===== src/rtl/ifft_ctrl_pkg.sv =====
// rtl/ifft_ctrl_pkg.sv - shared FFT sample/packet types, controller state enum, bit-reverse helper.
// IFFT_CTRL_BITREV_EN selects bit-reversed load order in load_slot().
`ifndef NUM_FFT_POINT
`define NUM_FFT_POINT 8
`endif

package ifft_ctrl_pkg;

  localparam int NPTS = `NUM_FFT_POINT;

  // Q16.16 real and imaginary parts
  typedef struct packed {
    logic signed [31:0] re;
    logic signed [31:0] im;
  } COMPLEX_NUMBER;

  typedef COMPLEX_NUMBER FFT_INPUT_PACKET;
  typedef COMPLEX_NUMBER FFT_OUTPUT_PACKET;

  typedef enum logic [1:0] {
    LOAD  = 2'd0,
    WAIT  = 2'd1,
    DRAIN = 2'd2
  } ifft_state_e;

  function automatic logic [2:0] bitrev3(input logic [2:0] k);
    return {k[0], k[1], k[2]};
  endfunction

  function automatic logic [2:0] load_slot(input logic [2:0] k);
`ifdef IFFT_CTRL_BITREV_EN
    return bitrev3(k);
`else
    return k;
`endif
  endfunction

endpackage


===== src/rtl/ifft_ctrl.sv =====
// rtl/ifft_ctrl.sv - 8-point IFFT frame controller: load, wait on datapath latency, drain in natural order.
// Load ordering follows load_slot(), which is bit-reversed when IFFT_CTRL_BITREV_EN is defined.
module ifft_ctrl
  import ifft_ctrl_pkg::*;
#(
  parameter int LATENCY = 3,
  parameter int CNT_W   = 16
) (
  input  logic                              clock,
  input  logic                              reset,
  input  logic                              in_valid,
  output logic                              in_ready,
  input  COMPLEX_NUMBER                     in_data,
  output FFT_INPUT_PACKET  [NPTS-1:0]       fft_in,
  input  FFT_OUTPUT_PACKET [NPTS-1:0]       fft_out,
  output logic                              out_valid,
  input  logic                              out_ready,
  output COMPLEX_NUMBER                     out_data,
  output logic                              out_last,
  output logic                              busy,
  output logic             [CNT_W-1:0]      frame_count
);

  localparam int LAT_W = (LATENCY < 2) ? 1 : $clog2(LATENCY + 1);

  ifft_state_e                   state_q, state_d;
  logic [2:0]                    wr_idx_q, wr_idx_d;
  logic [2:0]                    rd_idx_q, rd_idx_d;
  logic [LAT_W-1:0]              lat_cnt_q, lat_cnt_d;
  logic [CNT_W-1:0]              frame_count_q, frame_count_d;
  FFT_INPUT_PACKET  [NPTS-1:0]   ibuf_q, ibuf_d;
  FFT_OUTPUT_PACKET [NPTS-1:0]   obuf_q, obuf_d;
  logic                          in_ready_q, in_ready_d;
  logic                          out_valid_q, out_valid_d;
  logic                          out_last_q, out_last_d;
  logic                          busy_q, busy_d;
  COMPLEX_NUMBER                 out_data_q, out_data_d;

  always_comb begin
    state_d       = state_q;
    wr_idx_d      = wr_idx_q;
    rd_idx_d      = rd_idx_q;
    lat_cnt_d     = lat_cnt_q;
    frame_count_d = frame_count_q;
    ibuf_d        = ibuf_q;
    obuf_d        = obuf_q;
    case (state_q)
      LOAD: begin
        if (in_valid && in_ready_q) begin
          ibuf_d[load_slot(wr_idx_q)] = in_data;
          wr_idx_d = wr_idx_q + 3'd1;
          if (wr_idx_q == 3'd7) begin
            state_d   = WAIT;
            lat_cnt_d = LAT_W'(LATENCY);
          end
        end
      end
      WAIT: begin
        lat_cnt_d = lat_cnt_q - LAT_W'(1);
        if (lat_cnt_q == LAT_W'(1)) begin
          obuf_d  = fft_out;
          state_d = DRAIN;
        end
      end
      DRAIN: begin
        if (out_valid_q && out_ready) begin
          rd_idx_d = rd_idx_q + 3'd1;
          if (rd_idx_q == 3'd7) begin
            state_d       = LOAD;
            frame_count_d = frame_count_q + CNT_W'(1);
          end
        end
      end
      default: state_d = LOAD;
    endcase
    // Outputs are registered from next-state values so they line up with the state they describe.
    in_ready_d  = (state_d == LOAD);
    busy_d      = (state_d != LOAD);
    out_valid_d = (state_d == DRAIN);
    out_last_d  = out_valid_d && (rd_idx_d == 3'd7);
    out_data_d  = out_valid_d ? obuf_d[rd_idx_d] : '0;
  end

  always_ff @(posedge clock or posedge reset) begin
    if (reset) begin
      state_q       <= LOAD;
      wr_idx_q      <= '0;
      rd_idx_q      <= '0;
      lat_cnt_q     <= '0;
      frame_count_q <= '0;
      ibuf_q        <= '0;
      obuf_q        <= '0;
      in_ready_q    <= 1'b1;
      out_valid_q   <= 1'b0;
      out_last_q    <= 1'b0;
      busy_q        <= 1'b0;
      out_data_q    <= '0;
    end else begin
      state_q       <= state_d;
      wr_idx_q      <= wr_idx_d;
      rd_idx_q      <= rd_idx_d;
      lat_cnt_q     <= lat_cnt_d;
      frame_count_q <= frame_count_d;
      ibuf_q        <= ibuf_d;
      obuf_q        <= obuf_d;
      in_ready_q    <= in_ready_d;
      out_valid_q   <= out_valid_d;
      out_last_q    <= out_last_d;
      busy_q        <= busy_d;
      out_data_q    <= out_data_d;
    end
  end

  assign fft_in      = ibuf_q;
  assign in_ready    = in_ready_q;
  assign out_valid   = out_valid_q;
  assign out_last    = out_last_q;
  assign busy        = busy_q;
  assign out_data    = out_data_q;
  assign frame_count = frame_count_q;

endmodule


===== config.mk =====
export PLATFORM = sky130hd
export DESIGN_NAME = ifft_ctrl
export DESIGN_NICKNAME = d
export VERILOG_FILES = /design/src/rtl/ifft_ctrl_pkg.sv /design/src/rtl/ifft_ctrl.sv
export SDC_FILE = /design/constraint.sdc
export NUM_CORES = 2
export LEC_CHECK = 0
export ABC_CLOCK_PERIOD_IN_PS = 58600
export CAP_MARGIN = 10
export CORE_AREA = 2 2 464 466
export DETAILED_ROUTE_END_ITERATION = 10
export DIE_AREA = 0 0 466 468
export GPL_ROUTABILITY_DRIVEN = 0
export REMOVE_ABC_BUFFERS = 1
export SYNTH_ARGS = -nofsm -noshare
export SYNTH_HDL_FRONTEND = slang
export SYNTH_SLANG_ARGS = --single-unit

===== constraint.sdc =====
create_clock -name clock -period 58.6 [get_ports clock]
set_input_delay 5.86 -clock clock [delete_from_list [all_inputs] [get_ports clock]]
set_output_delay 5.86 -clock clock [all_outputs]
set_load 0.05 [all_outputs]

* Yosys cells after proc, flatten, opt, wreduce, memory -nomap -nowiden
Cells that the tools add are included.
** Cells by class
- Add/sub/neg operators :: 4
- Multipliers :: 0
- Div/mod/pow operators :: 0
- Magnitude comparators :: 3
- Equality and inequality tests :: 9
- Shifts and indexed selects :: 0
- Multiplexer cells :: 19
- Bitwise logic cells :: 0
- Reductions and logical operators :: 11
** Operators by type and width (count)
- $mux W512 :: 2
- $bwmux W512 :: 1
- $bmux W64 S3 :: 1
- $demux W64 S3 :: 1
- $mux W64 :: 3
- $add A16 B1 Y16 const B :: 1
- $mux W2 :: 7
- $eq A3 B3 Y1 const B :: 3
- $lt A3 B4 Y1 const B :: 2
- $add A3 B1 Y3 const B :: 2
- $mux W3 :: 2
- $pmux W2 S3 :: 1
- $reduce_and A3 Y1 :: 2
- $eq A2 B1 Y1 const B :: 2
- $eq A2 B2 Y1 const B :: 2
- $logic_and A1 B1 Y1 :: 4
- $logic_not A2 Y1 :: 2
- $ne A2 B2 Y1 const B :: 2
- $pmux W2 S2 :: 1
- $reduce_bool A2 Y1 :: 2
- $ge A3 B1 Y1 const B :: 1
- $reduce_and A2 Y1 :: 1
- $sub A2 B1 Y2 const B :: 1
** Storage, ports and cells
- Register bits after elaboration :: 1118
- Latch bits :: 0
- Bits in writable memories :: 0
- ROM bits :: 0
- Input bits :: 580
- Logic and storage cells :: 89
- Memories kept :: 0

* Logic depth before layout (Yosys ltp)
- Depth after elaboration :: 6
- Mapped depth :: 11

* Least setup slack after synthesis
Ideal clock, no wire load.
- Path kind :: input to register
- Start :: input port in_valid
- End :: register ibuf_q (netlist bit fft_in[256])
- Library setup time :: 125 ps
- Data arrival time :: 7224 ps
- Required time :: 58475 ps
- Setup slack :: 51251 ps
- Stages on the path :: 7
- Buffers on the path :: 2
- Path through :: nand2_1 > nor3_4 > nand2b_1 > nor3b_1 > buf_2 > buf_4 > mux2_2
** Between the ends
- Word-level cells in the longest chain between the ends :: 2
** Ends and longest elaborated chain
- from (decl) :: line ifft_ctrl.sv:11 : input logic in_valid,
- $logic_and A1 B1 Y1 :: line ifft_ctrl.sv:49 : if (in_valid && in_ready_q) begin
- $reduce_and A2 Y1 (no source line)
- to (signal assigned) :: line ifft_ctrl.sv:104 : ibuf_q <= ibuf_d;
- to (decl) :: line ifft_ctrl.sv:31 : FFT_INPUT_PACKET [NPTS-1:0] ibuf_q, ibuf_d;
No other way between the ends.
A chain may end at the register's enable or synchronous reset.

==> results.json <==
{
  "status": "finished, final reports clean",
  "clk_pin_slew_ns": 0.05,
  "synth_compound_area_frac": 0.0453,
  "fin_nets": 5654,
  "drv_cap": 0,
  "dp_hpwl_um": 121000,
  "finalCritPeriodShare": 0.192,
  "setup_viol_count_final": 0,
  "netlist_area_um2": 46200,
  "synth_top_family_by_area": "multiplexers",
  "die_h_um": 468,
  "grt_setup_unrepaired": "no",
  "crit_slowest_cell": "buf_4",
  "die_x_um": 466,
  "min_period_ns": 11.24,
  "whs_ns": 0.467,
  "cp_slowest_stage_delay_ns": 0.85,
  "synthCells": 3944,
  "clk_path_buf_depth": 3,
  "grt_first_pass_wirelength_um": 245000,
  "crit_buf_inv": 8,
  "post_cts_resized": 0,
  "root_buffer": "clkbuf_16",
  "max_slew_margin": 0.291,
  "required_ns": 59.35,
  "synth-seq-cells": 1118,
  "yosysSeqAreaShare": 0.606,
  "rrSetupSlack_ns": 52.68,
  "worstPathArrival_ns": 11.99,
  "portBuffers": 1175,
  "cts-buffers-inserted": 130,
  "placed_cells": 7774,
  "first_pass_iters": 5,
  "hold_buffers": 0,
  "fp-row-count": 170,
  "power_density_nw_per_um2": 62.0,
  "path_class": "in -> async",
  "grt_max_degree": 165,
  "timing.fmax_ghz": 0.0890,
  "async_flop_share": 1.00,
  "drt-total-wl_um": 170000,
  "ant_nets": 0,
  "synth_simple_gate_area_frac": 0.130,
  "hold_class": "reg -> reg",
  "synthMuxAreaShare": 0.188,
  "final_cells": 8021,
  "wl_per_cell_um": 21.2,
  "tns_ns": 0,
  "path_common_cell": "buf_4",
  "ys.flop_type": "dfrtp_1",
  "drt_iter0_drc": 2243,
  "die_area_um2": 218000,
  "peakVddDrop_v": 0.0000502,
  "critPathLaunchType": "input port",
  "via_per_inst": 4.28,
  "hold_viol_final": 0,
  "leakage_nw": 28.0,
  "synth_xor_xnor_area_share": 0.00338,
  "insertion_delay_ns": 0.76,
  "overflow": 0,
  "grt_pass1_vias": 36200,
  "tightest_slew_ns": 1.06,
  "htree_levels": 4,
  "ys_warn_count": 0,
  "mostFrequentLayoutCell": "nand2_1",
  "end_kind": "asynchronous set/reset pin",
  "final_max_slew_viol_count": 0,
  "initial_core_util": 0.217,
  "post_cts_buffers": 0,
  "drive_above_1_share": 0.180,
  "drc": 0,
  "worstPathCellList": "clkdlybuf4s50_1 > inv_8 > buf_12 > buf_4 > buf_4 > buf_12 > buf_4 > buf_4",
  "crit_family": "buffers and inverters",
  "synth.distinct_cells": 50,
  "antenna_found_initial": 25,
  "cts_tree": "built",
  "final_cell_mix": "nand2_1, clkdlybuf4s50_1, dfrtp_1, mux2_2, clkbuf_16",
  "fin_skew_ns": 0.0277,
  "io_pins": 1176,
  "path_max_fanout": 164,
  "via_count": 34300,
  "area_growth_pct": 41.5,
  "synth-edff-count": 0,
  "grt.total_usage": 0.151,
  "synthAdderAreaFrac": 0.00162,
  "avgSynthCellArea_um2": 11.7,
  "cts.sinks": 1118,
  "core_um2": 213000
}
==> logic make-up (layout without fill, tap and decap cells) <==
logic type	count (synthesis)	count (layout)
AOI/OAI and AO/OA	324	324
muxes	713	713
xor gates and xnor gates	17	17
other	0	18
DFF	1118	1118
buffers and inverters	246	1467
adders and majority gates	6	6
and+or+nand+nor	1520	1520
==> final cells by class <==
class,count,area [µm²]
Fill cell,21600,148000
Sequential cell,1118,28000
Multi-Input combinational cell,2580,17100
Timing Repair Buffer,1228,12200
Clock buffer,185,3800
Tap cell,2838,3550
Clock inverter,44,658
Inverter,10,52.6
Antenna cell,18,45.0
==> worst paths after layout <==
path,start,to,depth (start not counted)
setup reg to reg,state_q[1]$_DFF_PP0_,out_data[32]$_DFF_PP0_,10
min in group asynchronous,reset,obuf_q[11]$_DFF_PP0_,2
max in group clock,out_ready,out_data[14]$_DFF_PP0_,11
hold / removal,obuf_q[453]$_DFF_PP0_,obuf_q[453]$_DFF_PP0_,2
setup / recovery,reset,frame_count[0]$_DFFE_PP0P_,8
hold reg to reg,obuf_q[453]$_DFF_PP0_,obuf_q[453]$_DFF_PP0_,2
==> state kept, by name (all words and copies together) (netlist names) <==
name         flops
busy             1
state_q          2
frame_count     16
out_valid        1
fft_in         512
obuf_q         512
out_data        64
in_ready         1
out_last         1
rd_idx_q         3
lat_cnt_q        2
wr_idx_q         3
==> where the power goes <==
group	switching, mW	internal, mW	leakage (nW)
sequential	0.164	1.14	13.3
combinational	1.21	0.689	12.5
clock	0.346	0.497	2.18
total	1.72	2.33	28.0
==> cell usage after synthesis, types with 3 or more instances <==
master | n | area, µm²
a21oi_1 | 129 | 646
and3_1 | 3 | 18.8
buf_1 | 16 | 60.1
buf_2 | 116 | 581
buf_4 | 16 | 120
buf_6 | 9 | 101
clkbuf_1 | 79 | 297
dfrtp_1 | 1117 | 28000
ha_1 | 6 | 75.1
inv_1 | 9 | 33.8
mux2_1 | 5 | 56.3
mux2_2 | 577 | 6500
mux2i_1 | 64 | 641
mux4_2 | 64 | 1440
nand2_1 | 1406 | 5280
nand2b_1 | 65 | 407
nand3_1 | 7 | 35.0
nand3b_1 | 3 | 22.5
nand4_1 | 5 | 31.3
nor2_1 | 14 | 52.6
nor3_4 | 4 | 65.1
o2111ai_1 | 63 | 552
o211ai_1 | 53 | 398
o211ai_2 | 10 | 125
o21ai_0 | 56 | 280
o21ai_1 | 8 | 40.0
xnor2_1 | 8 | 70.1
xor2_1 | 8 | 70.1
==> tightest hold or removal path: cells and delay by family (launching register included) <==
family	cells	cell delay (ns)
flops	1	0.31
simple gates	2	0.12
==> metal layers <==
layer | track usage | vias up | wire, µm
met5 | 0 | - | 27
met4 | 0.0624 | 4 | 6010
met3 | 0.0537 | 230 | 15000
met2 | 0.258 | 1193 | 84200
met1 | 0.171 | 17400 | 64600
li1 | - | 15500 | -
==> through the flow <==
stage	instance area [µm²]	worst slack (ns)	utilization	total power, mW
6_report	65400	47.36	0.306	4.05
5_1_grt	65400	46.48	0.306	4.26
4_1_cts	65300	47.23	0.306	4.10
3_5_place_dp	60900	46.34	0.285	3.22
3_3_place_gp	60900	46.45	0.285	3.20
2_1_floorplan	45000	21.26	-	2.60
No activity file was read; power rests on OpenSTA's default activity.
